`src/rtl/spi_master_reader_pkg.sv`:
```
// freq_spi_pkg: word sizes, register-select codes and FSM states shared by spi_master_reader.
package freq_spi_pkg;
  localparam int DATA_BITS = 40;
  localparam int CMD_BITS = 8;
  localparam logic [1:0] SEL_COUNTER_NOT = 2'd0;
  localparam logic [1:0] SEL_NX = 2'd1;
  localparam logic [1:0] SEL_NS = 2'd2;
  localparam logic [1:0] SEL_BURST = 2'd3;
  typedef enum logic [2:0] {IDLE, SETUP, CMD, DATA, HOLD, DONE} state_e;
endpackage

```
`src/rtl/spi_master_reader_if.sv`:
```
// spi_master_reader_if: host request/response handshake of the SPI reader.
// word_idx exists only when BURST_READ_EN is defined.
interface spi_master_reader_if #(parameter int DATA_BITS = freq_spi_pkg::DATA_BITS);
  logic start;
  logic [1:0] sel;
  logic busy;
  logic [DATA_BITS-1:0] rd_data;
  logic valid;
`ifdef BURST_READ_EN
  logic [1:0] word_idx;
  modport master (output start, sel, input busy, rd_data, valid, word_idx);
  modport slave (input start, sel, output busy, rd_data, valid, word_idx);
`else
  modport master (output start, sel, input busy, rd_data, valid);
  modport slave (input start, sel, output busy, rd_data, valid);
`endif
endinterface

```
`src/rtl/spi_sclk_gen.sv`:
```
// spi_sclk_gen: mode-0 SCLK at clk/(2*CLK_DIV); strobes mark the last clk of the low (rise) and high (fall) phases.
module spi_sclk_gen #(
  parameter int CLK_DIV = 3
) (
  input  logic clk,
  input  logic rst,
  input  logic i_en,
  output logic o_sclk,
  output logic o_rise_stb,
  output logic o_fall_stb
);
  localparam int CW = $clog2(CLK_DIV);
  localparam logic [CW-1:0] LAST = CW'(CLK_DIV - 1);
  logic [CW-1:0] r_cnt;
  logic r_sclk;
  logic w_wrap;
  assign w_wrap = i_en && r_cnt == LAST;
  assign o_rise_stb = w_wrap && !r_sclk;
  assign o_fall_stb = w_wrap && r_sclk;
  assign o_sclk = r_sclk;
  always_ff @(posedge clk or posedge rst)
    if (rst) begin
      r_cnt <= '0;
      r_sclk <= 1'b0;
    end else begin
      r_cnt <= (!i_en || w_wrap) ? '0 : r_cnt + 1'b1;
      r_sclk <= i_en && (r_sclk ^ w_wrap);
    end
endmodule

```
`src/rtl/spi_master_reader.sv`:
```
// spi_master_reader: mode-0 SPI master sending {6'b0,sel} then reading one DATA_BITS word MSB first.
// BURST_READ_EN: sel=3 reads three words in a single CS_n frame, each tagged with word_idx.
module spi_master_reader #(
  parameter int CLK_DIV = 3,
  parameter int CMD_BITS = freq_spi_pkg::CMD_BITS,
  parameter int DATA_BITS = freq_spi_pkg::DATA_BITS,
  parameter int CS_SETUP_CYC = 2,
  parameter int CS_HOLD_CYC = 2
) (
  input  logic clk_12MHz,
  input  logic rst,
  spi_master_reader_if.slave host,
  output logic o_SPI_CLK,
  output logic o_SPI_CS,
  output logic o_SPI_MOSI,
  input  logic i_SPI_MISO
);
  import freq_spi_pkg::*;
  localparam int BW = $clog2(DATA_BITS + 1);
  localparam logic [BW-1:0] CMD_N = BW'(CMD_BITS);
  localparam logic [BW-1:0] DATA_N = BW'(DATA_BITS);
  localparam logic [7:0] SETUP_LAST = 8'(CS_SETUP_CYC - 1);
  localparam logic [7:0] HOLD_LAST = 8'(CS_HOLD_CYC - 1);
  state_e r_state, w_next;
  logic [CMD_BITS-1:0] r_cmd;
  logic [DATA_BITS-1:0] r_shift, r_rd_data, w_shift_in;
  logic [BW-1:0] r_bit;
  logic [7:0] r_cnt;
  logic r_valid;
  logic w_en, w_sclk, w_rise, w_fall;
  logic w_word_end, w_last_word, w_burst_frame, w_burst_load, w_single_load;
  spi_sclk_gen #(.CLK_DIV(CLK_DIV)) u_sclk (
    .clk(clk_12MHz),
    .rst(rst),
    .i_en(w_en),
    .o_sclk(w_sclk),
    .o_rise_stb(w_rise),
    .o_fall_stb(w_fall)
  );
  assign w_shift_in = {r_shift[DATA_BITS-2:0], i_SPI_MISO};
  // r_bit counts SCLK rises, so a word ends on the fall that follows the DATA_BITS-th rise
  assign w_word_end = r_state == DATA && w_fall && r_bit == DATA_N;
`ifdef BURST_READ_EN
  logic r_burst;
  logic [1:0] r_word, r_word_idx;
  assign w_burst_frame = r_burst;
  assign w_last_word = !r_burst || r_word == 2'd2;
  always_ff @(posedge clk_12MHz or posedge rst)
    if (rst) begin
      r_burst <= 1'b0;
      r_word <= '0;
      r_word_idx <= '0;
    end else begin
      if (r_state == IDLE) begin
        r_burst <= host.sel == SEL_BURST;
        r_word <= '0;
      end else if (w_word_end) r_word <= r_word + 1'b1;
      if (w_burst_load) r_word_idx <= r_word;
    end
  assign host.word_idx = r_word_idx;
`else
  assign w_burst_frame = 1'b0;
  assign w_last_word = 1'b1;
`endif
  assign w_burst_load = w_burst_frame && w_word_end;
  assign w_single_load = !w_burst_frame && r_state == HOLD && w_next == DONE;
  always_ff @(posedge clk_12MHz or posedge rst)
    if (rst) r_state <= IDLE;
    else r_state <= w_next;
  always_comb begin
    w_next = r_state;
    case (r_state)
      IDLE:    w_next = host.start ? SETUP : IDLE;
      SETUP:   w_next = r_cnt == SETUP_LAST ? CMD : SETUP;
      CMD:     w_next = (w_fall && r_bit == CMD_N) ? DATA : CMD;
      DATA:    w_next = (w_word_end && w_last_word) ? HOLD : DATA;
      HOLD:    w_next = r_cnt == HOLD_LAST ? DONE : HOLD;
      default: w_next = IDLE;
    endcase
  end
  always_ff @(posedge clk_12MHz or posedge rst)
    if (rst) begin
      r_cnt <= '0;
      r_bit <= '0;
      r_cmd <= '0;
      r_shift <= '0;
      r_rd_data <= '0;
      r_valid <= 1'b0;
    end else begin
      r_cnt <= r_state == w_next ? r_cnt + 1'b1 : '0;
      r_bit <= (r_state != w_next || w_word_end) ? '0 : r_bit + BW'(w_rise);
      r_cmd <= r_state == IDLE ? CMD_BITS'(host.sel) : (r_state == CMD && w_fall) ? r_cmd << 1 : r_cmd;
      if (r_state == DATA && w_fall) r_shift <= w_shift_in;
      if (w_burst_load) r_rd_data <= w_shift_in;
      else if (w_single_load) r_rd_data <= r_shift;
      r_valid <= w_burst_load || w_single_load;
    end
  assign w_en = r_state == CMD || r_state == DATA;
  assign host.busy = r_state != IDLE;
  assign host.valid = r_valid;
  assign host.rd_data = r_rd_data;
  assign o_SPI_CLK = w_sclk;
  assign o_SPI_CS = r_state == IDLE || r_state == DONE;
  assign o_SPI_MOSI = (r_state == SETUP || r_state == CMD) && r_cmd[CMD_BITS-1];
endmodule

```
`src/flat_wrapper.sv`:
```
// flat-port wrapper written by rule: the top's interface ports become plain ports
module spi_master_reader_flat import freq_spi_pkg::*;
#(
  parameter int CLK_DIV = 3,
  parameter int CMD_BITS = freq_spi_pkg::CMD_BITS,
  parameter int DATA_BITS = freq_spi_pkg::DATA_BITS,
  parameter int CS_SETUP_CYC = 2,
  parameter int CS_HOLD_CYC = 2
)
  (clk_12MHz, rst, o_SPI_CLK, o_SPI_CS, o_SPI_MOSI, i_SPI_MISO, host_start, host_sel, host_busy, host_rd_data, host_valid);
  spi_master_reader_if #(.DATA_BITS(DATA_BITS)) host_i ();
  input  logic clk_12MHz;
  input  logic rst;
  output logic o_SPI_CLK;
  output logic o_SPI_CS;
  output logic o_SPI_MOSI;
  input  logic i_SPI_MISO;
  input wire logic [$bits(host_i.start)-1:0] host_start;
  input wire logic [$bits(host_i.sel)-1:0] host_sel;
  output wire logic [$bits(host_i.busy)-1:0] host_busy;
  output wire logic [$bits(host_i.rd_data)-1:0] host_rd_data;
  output wire logic [$bits(host_i.valid)-1:0] host_valid;
  assign host_i.start = host_start;
  assign host_i.sel = host_sel;
  assign host_busy = host_i.busy;
  assign host_rd_data = host_i.rd_data;
  assign host_valid = host_i.valid;
  spi_master_reader #(.CLK_DIV(CLK_DIV), .CMD_BITS(CMD_BITS), .DATA_BITS(DATA_BITS), .CS_SETUP_CYC(CS_SETUP_CYC), .CS_HOLD_CYC(CS_HOLD_CYC)) u_core (.clk_12MHz(clk_12MHz), .rst(rst), .host(host_i), .o_SPI_CLK(o_SPI_CLK), .o_SPI_CS(o_SPI_CS), .o_SPI_MOSI(o_SPI_MOSI), .i_SPI_MISO(i_SPI_MISO));
endmodule
```
`config.mk`:
```
export PLATFORM = sky130hd
export DESIGN_NAME = spi_master_reader_flat
export DESIGN_NICKNAME = d
export VERILOG_FILES = /design/src/rtl/spi_master_reader_pkg.sv /design/src/rtl/spi_master_reader_if.sv /design/src/rtl/spi_sclk_gen.sv /design/src/rtl/spi_master_reader.sv /design/src/flat_wrapper.sv
export SDC_FILE = /design/constraint.sdc
export NUM_CORES = 1
export LEC_CHECK = 0
export ABC_AREA = 1
export CORE_MARGIN = 1.5
export CORE_UTILIZATION = 50
export DETAILED_ROUTE_END_ITERATION = 7
export HOLD_SLACK_MARGIN = 0.03
export PLACE_DENSITY_LB_ADDON = 0.2
export SYNTH_ARGS = -nofsm -noshare
export SYNTH_HDL_FRONTEND = slang
export SYNTH_SLANG_ARGS = --single-unit
```
`constraint.sdc`:
```
create_clock -name clk_12MHz -period 4.6 [get_ports clk_12MHz]
set_input_delay 0.69 -clock clk_12MHz [delete_from_list [all_inputs] [get_ports clk_12MHz]]
set_output_delay 0.69 -clock clk_12MHz [all_outputs]
set_load 0.005 [all_outputs]
```
==> results of run 1 <==
[path summary, 6_finish.rpt]
kind | from | end | depth (start not counted) | slack [ns]
hold reg to reg | u_core.u_sclk.r_cnt[0]$_DFF_PP0_ | u_core.u_sclk.r_cnt[0]$_DFF_PP0_ | 1 | 0.44
setup / recovery | u_core.r_state[1]$_DFF_PP0_ | u_core.r_cnt[5]$_DFF_PP0_ | 15 | 1.73
max in group asynchronous | rst | u_core.r_cnt[1]$_DFF_PP0_ | 3 | 3.07
setup reg to reg | u_core.r_state[1]$_DFF_PP0_ | u_core.r_cnt[5]$_DFF_PP0_ | 15 | 1.73
hold / removal | u_core.u_sclk.r_cnt[0]$_DFF_PP0_ | u_core.u_sclk.r_cnt[0]$_DFF_PP0_ | 1 | 0.44
min in group asynchronous | rst | u_core.host.rd_data[27]$_DFFE_PP0P_ | 2 | 0.64
[logic make-up after synthesis]
kind of cell	share of synthesized area
compound gates	0.101
xor+xnor	0.0140
fa+ha+maj	0.0199
buf+inv	0.0772
flops	0.621
simple gates	0.167
[state kept, by name, indices dropped and copies added (netlist names)]
name	cells
u_core.r_cnt	8
u_core.u_sclk.o_sclk	1
u_core.r_shift	40
u_core.r_bit	6
u_core.r_state	3
u_core.r_cmd	8
u_core.host.valid	1
u_core.host.rd_data	40
u_core.u_sclk.r_cnt	2
[routing by layer]
metal | up-vias | track usage | share of wire
li1 | 1590 | - | -
met1 | 1444 | 0.244 | 0.49
met2 | 40 | 0.283 | 0.46
met3 | 12 | 0.0383 | 0.031
met4 | 0 | 0.0546 | 0.015
met5 | - | 0 | 0
[layout make-up]
class	instances	area [um2]	area share
sequential	109	2730	0.524
multi-input combinational	285	1330	0.256
clock buffer	9	124	0.0238
timing repair buffer	54	531	0.102
inverter	72	273	0.0524
tap	108	135	0.0260
clock inverter	7	81.3	0.0156
[power by group through the flow]
stage | clock network (mW) | logic (mW) | registers, mW
2_1_floorplan | 0 | 0.0141 | 0.976
3_3_place_gp | 0 | 0.0249 | 0.976
3_5_place_dp | 0 | 0.0254 | 0.976
4_1_cts | 0.606 | 0.0254 | 0.958
5_1_grt | 0.646 | 0.0280 | 0.958
6_report | 0.593 | 0.0236 | 0.957
[cells in the final DEF (no fill, tap or decap)]
cell type,count
inv_8,1
nand2_2,3
o22ai_1,1
inv_6,2
inv_4,1
nand3_1,16
ha_1,7
nand3b_1,1
buf_4,4
xnor2_1,4
o21ai_0,83
bufinv_16,1
nor3_4,1
clkbuf_8,9
nand2_1,117
a21oi_1,3
clkinv_4,2
xor2_1,3
inv_2,2
nor2_1,41
clkdlybuf4s50_1,50
clkinv_2,1
nor3_1,4
a22o_1,1
inv_1,69
dfrtp_1,109
[through the flow]
| stage | power [mW] | hold WS, ns | setup slack, ns | cell area [um2] | utilization |
|---|---|---|---|---|---|
| after floorplan | 0.991 | 0.408 | 1.04 | 4390 | - |
| after global placement | 1.00 | 0.416 | 1.92 | 5000 | 0.579 |
| final | 1.57 | 0.442 | 1.73 | 5200 | 0.602 |
| after global routing | 1.63 | 0.481 | 1.36 | 5200 | 0.602 |
| after CTS | 1.59 | 0.443 | 1.71 | 5200 | 0.602 |
| after detailed placement | 1.00 | 0.428 | 1.73 | 5000 | 0.579 |
==> results.yml, run 1 <==
power_and_ir_drop:
  p_sw_mw: 0.351
  seq_power_share: 0.608
  power.density_mw_per_mm2: 303
  clockPowerShare: 0.377
  sw_frac_of_total: 0.223
  p_int_mw: 1.22
  combPwrFrac: 0.015
  peakVddDrop_uv: 200
  leakage_nw: 2.42
synth:
  netlist-cell-type-count: 20
  yosys-top-cells-count: "118 x nand2_1, 109 x dfrtp_1, 83 x o21ai_0"
  ys.warnings.count: 0
  netlist_top_cells_area: "dfrtp_1 62%, nand2_1 10%, o21ai_0 9.5%, inv_1 6.0%, nor2_1 3.5%"
  netlist.area_leader.share: 0.621
  synthesis.area_mm2: 0.00439
  synth_fp_nets: 496
  synth-seq-cells: 109
  yosysTopAreaCell: "dfrtp_1"
  syn_inst: 483
  syn_area_per_cell_um2: 9.10
  ys_async_sr_fraction: 1.00
  yosysMostFrequentCell: "nand2_1"
  synth_edf_count: 0
  ys.flop_type: "dfrtp_1"
  ys_seq_area_frac: 0.621
sta:
  finalMaxSlewViolations: 0
  setup-violations-final: 0
  grt_setup_unrepaired: "no"
  fin_tns_setup_ns: 0
  slew_headroom: 0.566
  fmax_ghz: 0.349
  clock_skew_ns: 0.00755
  hold_violations: 0
  period_share: 0.623
  worstMarginPinSlew_ns: 0.651
  final.min_clock_period_ns: 2.87
die:
  io_pins: 51
  die_w_um: 96.7
  initial_utilization: 0.509
  dieArea_mm2: 0.00936
  die_h_um: 96.7
  rows: 34
  core_mm2: 0.00864
routing:
  wire_per_inst_um: 11.9
  via_per_inst: 4.79
  ant_nets: 0
  initialDrtViolationCount: 182
  dr.pass1.iters: 4
  drt-total-wl_mm: 7.66
  drc_errors: 0
  vias: 3086
setup_path:
  crit_family: "simple AND/OR/NAND/NOR gates"
  slowest_delay_ns: 0.54
  worstPathMaxFanout: 81
  path_buf_inv: 4
  worstPathCellList: "inv_2 -> nor2_1 -> inv_1 -> nor2_1 -> ha_1 -> inv_1 -> nor3_4 -> buf_4 -> nand2_1 -> nand2_2 -> nand3_1 -> nand2_1 -> nand2_1 -> nand2_2 -> nor2_1"
  worstSetupPathType: "reg2reg"
  worstSetupStartpointType: "flip-flop"
  crit_path_top_delay_cell: "buf_4"
  endpoint_kind: "flip-flop"
  cp.arrival_ns: 3.12
  crit_required_ns: 4.85
cells_and_area:
  diodes: 0
  fin_cells: 644
  nFillCells: 752
  final_layout_size_suffix_gt1_frac: 0.0504
  final_nets: 544
  area_growth_pct: 18.4
clock_tree:
  post_cts_buffers: 0
  cts_tree: "done"
  cts_buffers: 9
  ctsResizeCount: 0
  cts_buffer_depth: 2
  htree_num_levels: 3
  cts.sinks: 109
  cts_hold_buffers: 0
  clk_latency_ns: 0.37
  path_clk_slew_ns: 0.10
  root_buffer: "clkbuf_8"
placed_design:
  io_buffers: 50
  place_hpwl_mm: 5.17
  dp_cells: 628
  gp_congestion: 0.829
global_routing:
  grt_pass1_wl_mm: 13.6
  grt_overflow_total: 0
  grt.total_usage: 0.177
  grt_max_degree: 82
  antenna_found_initial: 0
  grt_pass1_vias: 3064
hold_path:
  holdCritPathClass: "reg2reg"
job:
  drv_cap: 0
status:
  status: "completed"
Power figures use the tool's default switching activity.
==> run 2, diff against run 1 <==
clock period = 2.75 ns   (was 4.6 ns; I/O delays follow)
==> results.yml, run 2 (synthesis gave the netlist of run 1 again) <==
status:
  status: "completed"
clock_tree:
  cts.sinks: 109
  post_cts_buffers: 0
  cts_buffer_depth: 2
  cts_buffers: 9
  htree_num_levels: 3
  root_buffer: "clkbuf_8"
  cts_hold_buffers: 0
  clk_latency_ns: 0.37
  cts_tree: "done"
  path_clk_slew_ns: 0.09
  ctsResizeCount: 0
sta:
  timing.hold.ws_ns: 0.437
  grt_setup_unrepaired: "no"
  hold_violations: 0
  fin_ws_ns: 0.471
  final.min_clock_period_ns: 2.28
  period_share: 0.829
  worstMarginPinSlew_ns: 0.678
  slew_headroom: 0.548
  setup-violations-final: 0
  finalMaxSlewViolations: 0
  clock_skew_ns: 0.0195
  fmax_ghz: 0.439
  fin_tns_setup_ns: 0
setup_path:
  endpoint_kind: "primary output"
  worstPathMaxFanout: 5
  crit_path_top_delay_cell: "clkdlybuf4s50_1"
  worstSetupStartpointType: "flip-flop"
  worstSetupPathType: "reg2out"
  r2r_cells: 9
  crit_family: "buffers and inverters"
  crit_required_ns: 2.34
  cp.arrival_ns: 1.87
  crit_cells: 6
  slowest_delay_ns: 0.52
  path_buf_inv: 3
  worstPathCellList: "inv_2 -> nand2_1 -> nor2_1 -> inv_1 -> a21oi_1 -> clkdlybuf4s50_1"
placed_design:
  dp_slack_ns: 0.567
  dp_cells: 630
  gp_congestion: 0.835
  io_buffers: 50
  place_hpwl_mm: 5.10
cells_and_area:
  final_common_cell: "nand2_1"
  layout_common_cells: "117 x nand2_1, 109 x dfrtp_1, 83 x o21ai_0"
  area_growth_pct: 19.4
  final_nets: 546
  final_layout_size_suffix_gt1_frac: 0.0520
  utilization: 0.607
  diodes: 0
  fin_cells: 646
power_and_ir_drop:
  peakVddDrop_uv: 272
  p_int_mw: 2.05
  clockPowerShare: 0.374
  p_sw_mw: 0.577
  sw_frac_of_total: 0.220
  leakage_nw: 2.43
  combPwrFrac: 0.017
  power.density_mw_per_mm2: 501
  seq_power_share: 0.609
routing:
  vias: 3121
  drt-total-wl_mm: 7.56
  drc_errors: 0
  ant_nets: 0
  initialDrtViolationCount: 141
  dr.pass1.iters: 4
  wire_per_inst_um: 11.7
  via_per_inst: 4.83
global_routing:
  grt_pass1_wl_mm: 13.5
  grt.total_usage: 0.176
  grt_pass1_vias: 3060
  antenna_found_initial: 0
  grt_overflow_total: 0
  grt_max_degree: 82
die:
  die_w_um: 96.7
  dieArea_mm2: 0.00936
  die_h_um: 96.7
  io_pins: 51
  initial_utilization: 0.509
  rows: 34
  core_mm2: 0.00864
hold_path:
  holdCritPathClass: "reg2reg"
  min_path_cells: 1
job:
  drv_cap: 0
run 2: cell types whose count changed in the layout (fill, tap and decap cells not counted), sizes merged:
| cell | previous run | this run |
|---|---|---|
| clkbuf | 9 | 10 |
| clkinv | 3 | 2 |
| inv | 75 | 73 |
| clkinvlp | 0 | 2 |
| buf | 4 | 6 |
run 2: power groups by stage:
stage / clock, mW / sequential (mW) / combinational (mW)
floorplan: 0 / 1.63 / 0.0239
global placement: 0 / 1.63 / 0.0478
detailed placement: 0 / 1.63 / 0.0484
CTS: 1.02 / 1.60 / 0.0485
global route: 1.08 / 1.60 / 0.0538
finish: 0.983 / 1.60 / 0.0453
run 2: path summary, 6_finish.rpt:
check,startpoint,endpoint,slack (ns)
hold reg to reg,u_core.u_sclk.r_cnt[0]$_DFF_PP0_,u_core.u_sclk.r_cnt[0]$_DFF_PP0_,0.44
setup reg to reg,u_core.r_state[1]$_DFF_PP0_,u_core.r_shift[12]$_DFFE_PP0P_,0.57
setup / recovery,u_core.r_state[2]$_DFF_PP0_,o_SPI_MOSI,0.47
max in group asynchronous,rst,u_core.u_sclk.r_cnt[0]$_DFF_PP0_,1.66
hold / removal,u_core.u_sclk.r_cnt[0]$_DFF_PP0_,u_core.u_sclk.r_cnt[0]$_DFF_PP0_,0.44
min in group asynchronous,rst,u_core.r_shift[12]$_DFFE_PP0P_,0.46
run 2: cell type report:
| type | count | area (um2) |
|---|---|---|
| clock buffer | 10 | 128 |
| clock inverter | 6 | 80.1 |
| fill | 746 | 3390 |
| inverter | 72 | 274 |
| multi-input combinational | 285 | 1330 |
| sequential | 109 | 2730 |
| tap | 108 | 135 |
| timing repair buffer | 56 | 571 |
run 2: per-stage QoR:
| step | instance area, um2 | power, mW |
|---|---|---|
| final | 5250 | 2.63 |
| after CTS | 5250 | 2.67 |
| after global placement | 5040 | 1.68 |
| after detailed placement | 5040 | 1.68 |
| after floorplan | 4400 | 1.66 |
| after global routing | 5250 | 2.73 |
run 2: layer usage:
metal / share of wire / GRT usage
met1: 0.48 / 0.232
met4: 0.0094 / 0.0569
met3: 0.035 / 0.0441
met5: 0 / 0
met2: 0.47 / 0.289
==> run 3, diff against run 2 <==
clock period = 1.8 ns   (was 2.75 ns; I/O delays follow)
==> results.yml, run 3 (synthesis gave the netlist of run 1 again) <==
sta:
  grt_setup_unrepaired: "yes"
  finalMaxSlewViolations: 0
  final.min_clock_period_ns: 1.95
  fmax_ghz: 0.514
  period_share: 1.08
  fin_ws_ns: -0.147
  slew_headroom: 0.699
  clock_skew_ns: 0.0141
  timing.hold.ws_ns: 0.264
  hold_violations: 0
  setup-violations-final: 15
  worstMarginPinSlew_ns: 0.450
  fin_tns_setup_ns: -1.82
cells_and_area:
  layout_common_cells: "110 x nand2_1, 108 x dfrtp_1, 83 x o21ai_0"
  utilization: 0.672
  diodes: 0
  final_layout_size_suffix_gt1_frac: 0.183
  area_growth_pct: 32.0
  final_common_cell: "nand2_1"
  fin_cells: 676
  final_nets: 576
  final_area_mm2: 0.00580
clock_tree:
  cts_tree: "done"
  cts_buffer_depth: 2
  clk_latency_ns: 0.36
  htree_num_levels: 3
  path_clk_slew_ns: 0.10
  root_buffer: "clkbuf_8"
  cts_hold_buffers: 0
  cts.sinks: 109
  cts_buffers: 9
setup_path:
  rrSetupSlack_ns: -0.15
  r2r_start: "u_core.r_state[2]$_DFF_PP0_"
  crit_path_top_delay_cell: "dfrtp_1"
  r2r_cells: 14
  worstSetupPathType: "reg2reg"
  worstSetupStartpointType: "flip-flop"
  crit_end: "u_core.r_bit[1]$_DFF_PP0_"
  worstPathCellList: "buf_6 -> nor2_4 -> inv_2 -> nor2_4 -> ha_4 -> inv_4 -> nor3_4 -> nand2_2 -> nand2_4 -> nand3_2 -> nand2_2 -> nand2_4 -> nand2_8 -> nor2_2"
  worstPathMaxFanout: 7
  r2r-end: "u_core.r_bit[1]$_DFF_PP0_"
  crit_start: "u_core.r_state[2]$_DFF_PP0_"
  crit_family: "simple AND/OR/NAND/NOR gates"
  slowest_delay_ns: 0.41
  crit_cells: 14
  crit_required_ns: 2.06
  path_buf_inv: 3
  cp.arrival_ns: 2.20
  endpoint_kind: "flip-flop"
routing:
  drt-total-wl_mm: 8.75
  ant_nets: 0
  dr.pass1.iters: 4
  drc_errors: 0
  via_per_inst: 4.87
  vias: 3295
  wire_per_inst_um: 12.9
  initialDrtViolationCount: 179
global_routing:
  grt.total_usage: 0.185
  antenna_found_initial: 0
  grt_pass1_vias: 3179
  grt_overflow_total: 0
  met1_usage: 0.253
  top_usage_layer: "met2"
  grt_max_degree: 47
  met3_usage: 0.0289
  grt_pass1_wl_mm: 14.4
  met2_usage: 0.302
status:
  violations: "negative setup slack"
  status: "complete, but fails checks"
placed_design:
  dp_slack_ns: -0.211
  gp_congestion: 0.811
  place_hpwl_mm: 5.22
  io_buffers: 50
  placed_area_mm2: 0.00517
  dp_cells: 642
die:
  core_mm2: 0.00864
  dieArea_mm2: 0.00936
  die_h_um: 96.7
  initial_utilization: 0.509
  rows: 34
  die_w_um: 96.7
  io_pins: 51
power_and_ir_drop:
  finalPower_mw: 3.91
  clockPowerShare: 0.355
  seq_power_share: 0.626
  power.density_mw_per_mm2: 674
  p_int_mw: 3.03
  leakage_nw: 2.60
  combPwrFrac: 0.019
  p_sw_mw: 0.884
  sw_frac_of_total: 0.226
  peakVddDrop_uv: 364
hold_path:
  holdCritPathClass: "in2async"
job:
  drv_cap: 0
## run 3: power by group through the flow
| stage | Combinational [mW] | Sequential (mW) | Clock, mW |
|---|---|---|---|
| global placement | 0.0780 | 2.50 | 0 |
| CTS | 0.0787 | 2.45 | 1.42 |
| detailed placement | 0.0785 | 2.50 | 0 |
| floorplan | 0.0365 | 2.50 | 0 |
| finish | 0.0739 | 2.45 | 1.39 |
| global route | 0.0863 | 2.45 | 1.51 |
## run 3: repair_timing
action | 4_1_cts | 5_1_grt
pin swaps | 10 | 13
resized for setup | 24 | 52
gates cloned | 1 | 2
endpoints found under the setup margin | 41 | 58
buffers inserted | 10 | 6
## run 3: cell type report
cell class                 count  area (um2)
fill                         679        2840
inverter                      72         284
clock inverter                 5        41.3
clock buffer                  11         141
timing repair buffer          85         868
sequential                   109        2730
multi-input combinational    286        1600
tap                          108         135
## run 3: routing by layer
metal  up-vias  wire length, um
met1      1573             4170
li1       1652                -
met4         0              133
met3        11              252
met2        59             4190
met5         -                0
## run 3: how the worst min path moves through the flow
stage,startpoint,endpoint,depth (start not counted)
2_1_floorplan,i_SPI_MISO,u_core.r_shift[0]$_DFFE_PP0P_,2
3_3_place_gp,u_core.u_sclk.r_cnt[0]$_DFF_PP0_,u_core.u_sclk.r_cnt[0]$_DFF_PP0_,1
3_5_place_dp,u_core.u_sclk.r_cnt[0]$_DFF_PP0_,u_core.u_sclk.r_cnt[0]$_DFF_PP0_,1
4_1_cts,rst,u_core.r_shift[26]$_DFFE_PP0P_,2
5_1_grt,rst,u_core.r_shift[26]$_DFFE_PP0P_,2
6_report,rst,u_core.r_shift[26]$_DFFE_PP0P_,2
==> variant 1: new RTL, settings of run 2 <==
Change the package constant `DATA_BITS` from 40 to 80.
--- a/src/rtl/spi_master_reader_pkg.sv
+++ b/src/rtl/spi_master_reader_pkg.sv
@@ -1,5 +1,5 @@
 // freq_spi_pkg: word sizes, register-select codes and FSM states shared by spi_master_reader.
 package freq_spi_pkg;
-  localparam int DATA_BITS = 40;
+  localparam int DATA_BITS = 80;
   localparam int CMD_BITS = 8;
   localparam logic [1:0] SEL_COUNTER_NOT = 2'd0;
Interface: changed (resized host_rd_data); port bits go from 51 to 91. The function was not compared with the original's and may differ.
==> variant 1 against run 2 <==
Sequential cell count up 81; critical path type unchanged; worst setup slack better by 43 ps; via count up 64%; power up 100%; count of clock-buffer cells in the layout up 12; area after synthesis up 70%; synthesized cell count up 60%; fmax up 1.9%; routed wire length up 78%; sequential power up 74%; critical path depth down 2; final area up 74%; highest routed layer unchanged.
==> variant 1: results (changes against run 2) <==
- Status: finished clean
- Vias in the first global route: 5009 (+64%)
- H-tree depth: 4 (+1)
- Maximum VDD drop: 455 uV (+67%)
- Syn Nets: 784 (+58%)
- Seq/Total Area, Yosys: 63.7% (+1.6 points)
- Worst r2r dst: u_core.r_bit[6]$_DFF_PP0_
- Synthesized area per cell: 9.69 um^2 (+6.5%)
- Post-route insts no fill: 1047 (+62%)
- Cell variety after synth: 28 (+40%)
- Worst setup path startpoint: u_core.r_state[0]$_DFF_PP0_
- Hold WS: 329 ps (-108 ps)
- M1 wire length: 6290 um (+72%)
- Routed WL: 13500 um (+78%)
- M3 GR Usage: 5.18% (+0.77 points)
- CTS Buf Count: 17 (+8)
- DR vias/cell: 4.89 (+1.2%)
- Worst slack, placed: 587 ps (+20.2 ps)
- Path depth of the worst reg2reg path: 14 (+5)
- Clock transition at the registers of the reported paths: 70 ps (-20 ps)
- Share of cells above drive strength 1: 6.95% (+1.7 points)
- Met2 wire length: 6290 um (+77%)
- Fin Clk Skew: 6.26 ps (-13.2 ps)
- Drt initial violations: 339 (+140%)
- Routability Congestion: 0.782 (-6.4%)
- Clk Latency, worst-skew pair: 430 ps (+60 ps)
- Largest net degree at the start of global routing: 161 (+96%)
- Tot GR Track Use: 18.7% (+1.1 points)
- Synth top area cells: dfrtp_1, o21ai_0, nand2_1
- Fin crit period: 2240 ps (-43.2 ps)
- Metal3 WL: 613 um (+130%)
- Clock Power Share: 45.8% (+8.4 points)
- P_seq: 2.79 mW (+74%)
- Leak: 4.07 nW (+67%)
- GR Util met1: 25.1% (+1.9 points)
- Switching power total: 1.07 mW (+85%)
- Clk pwr: 2.42 mW (+150%)
- Arrival time at the worst endpoint: 1820 ps (-50 ps)
- DP HPWL: 8620 um (+69%)
-- variant 1: cell types whose count changed after synthesis, sizes merged, moves of 3 or more --
| cell | before | now |
|---|---|---|
| clkbuf | 15 | 18 |
| dfrtp | 109 | 190 |
| nor2 | 41 | 33 |
| inv | 72 | 109 |
| xor2 | 3 | 8 |
| buf | 2 | 17 |
| nand4 | 0 | 4 |
| nand2 | 120 | 197 |
| o21ai | 83 | 163 |
-- variant 1: logic make-up after synthesis --
kind of cell | synth area share [%]
simple gates | 14.8
buf+inv | 7.81
flops | 63.7
fa+ha+maj | 1.17
compound gates | 11.4
xor+xnor | 1.17
-- variant 1: area by class of cell --
type	count	area [um^2]	share of cell area [%]
Clock buffer	22	474	5.20
Clock inverter	10	110	1.21
Inverter	109	415	4.56
Multi-Input combinational cell	437	2130	23.4
Sequential cell	190	4750	52.2
Tap cell	184	230	2.53
Timing Repair Buffer	95	1000	11.0
==> variant 2: new RTL, flow settings as in run 2 <==
Without the edit above. Put a register stage on the outputs `o_SPI_CS` and `o_SPI_MOSI`. The values now appear one clock later. The other outputs are not delayed to match.
--- a/src/rtl/spi_master_reader.sv
+++ b/src/rtl/spi_master_reader.sv
@@ -101,6 +101,8 @@
   assign host.rd_data = r_rd_data;
   assign o_SPI_CLK = w_sclk;
-  assign o_SPI_CS = r_state == IDLE || r_state == DONE;
-  assign o_SPI_MOSI = (r_state == SETUP || r_state == CMD) && r_cmd[CMD_BITS-1];
+  always_ff @(posedge clk_12MHz) begin
+    o_SPI_CS   <= r_state == IDLE || r_state == DONE;
+    o_SPI_MOSI <= (r_state == SETUP || r_state == CMD) && r_cmd[CMD_BITS-1];
+  end
 endmodule
 
Function: changed (a bounded check fails within 4 cycles, from zero or initial values and one cycle with rst high).
==> variant 2 against run 2 <==
Sequential share of layout area is 0.44 points higher; largest cell class unchanged; final area is 0.62% higher; sequential cell count is 2 higher; area after synthesis is 0.91% higher; count of clock-buffer cells in the layout is 1 higher; power is 1.8% higher; routed wire length is 4.1% higher; worst setup slack better by 65 ps.
==> variant 2: results (changes against run 2) <==
- Synth top area cells: dfrtp_1, nand2_1, o21ai_0
- Share of cells above drive strength 1: 5.01% (-0.20 points)
- DP HPWL: 5170 um (+1.5%)
- H-tree depth: 3 (unchanged)
- Routed WL: 7870 um (+4.1%)
- CP max stage delay: 540 ps (+20 ps)
- Post-Syn Instances: 485 (+0.41%)
- DR vias/cell: 4.82 (-0.25%)
- Fin Clk Skew: 8.16 ps (-11.3 ps)
- Syn Nets: 498 (+0.40%)
- Vias: 3118 (-0.096%)
- Seq/Total Area, Yosys: 62.4% (+0.34 points)
- Post-Place Cells: 631 (+0.16%)
- DR pass1 iterations: 6 (+2)
- Worst slew margin: 53.5% (-1.3 points)
- Cell variety after synth: 21 (+5.0%)
- Fin crit period: 2210 ps (-64.6 ps)
- Leak: 2.44 nW (+0.52%)
- Worst path slowest cell: buf_4
- Arrival time at the worst endpoint: 2430 ps (+560 ps)
- Kind of cell adding the most delay to the critical path: buffers and inverters
- First-pass GRT wire length: 13900 um (+3.2%)
- Maximum VDD drop: 347 uV (+27%)
- Status: finished clean
- Fillers: 735 (-1.5%)
- Tot GR Track Use: 18.0% (+0.37 points)
- Vias in the first global route: 3071 (+0.36%)
- Routability Congestion: 0.754 (-9.7%)
## variant 2: cell types whose count changed after synthesis
| cell | delta |
|---|---|
| dfxtp_1 | +2 |
## variant 2: cell families after synthesis
logic type / synth area share, %
simple gates: 16.5
flops: 62.4
buf+inv: 7.65
compound gates: 10.0
xor+xnor: 1.38
fa+ha+maj: 1.98
## variant 2: worst paths after layout
check	startpoint	end
setup / recovery	u_core.r_state[1]$_DFF_PP0_	u_core.r_shift[30]$_DFFE_PP0P_
hold / removal	u_core.u_sclk.r_cnt[0]$_DFF_PP0_	u_core.u_sclk.r_cnt[0]$_DFF_PP0_
setup reg to reg	u_core.r_state[1]$_DFF_PP0_	u_core.r_shift[30]$_DFFE_PP0P_
hold reg to reg	u_core.u_sclk.r_cnt[0]$_DFF_PP0_	u_core.u_sclk.r_cnt[0]$_DFF_PP0_
max in group asynchronous	rst	u_core.r_shift[28]$_DFFE_PP0P_
min in group asynchronous	rst	u_core.host.rd_data[13]$_DFFE_PP0P_
## variant 2: layer usage
metal	GRT usage (%)	share of wire, %	routed length [um]
met5	0	0	0
met4	7.13	1.6	126
met3	3.38	3.5	273
met2	28.2	46	3600
met1	25.1	49	3870
## variant 2: power by group
part           internal [mW]  switching [mW]
Sequential              1.63               0
Clock                  0.457           0.545
Combinational         0.0124          0.0327
Total                   2.10           0.578
## variant 2: area by class of cell
type / count / share of cell area, %
Sequential cell: 111 / 52.4
Inverter: 72 / 5.19
Timing Repair Buffer: 55 / 10.7
Clock inverter: 5 / 1.26
Tap cell: 108 / 2.56
Clock buffer: 11 / 2.68
Multi-Input combinational cell: 285 / 25.2
## variant 2: per-stage QoR
step           cell area (um^2)  hold slack [ps]
4_1_cts                    5280              454
2_1_floorplan              4440              408
3_3_place_gp               5070              423
3_5_place_dp               5070              441
6_report                   5280              458
5_1_grt                    5280              467
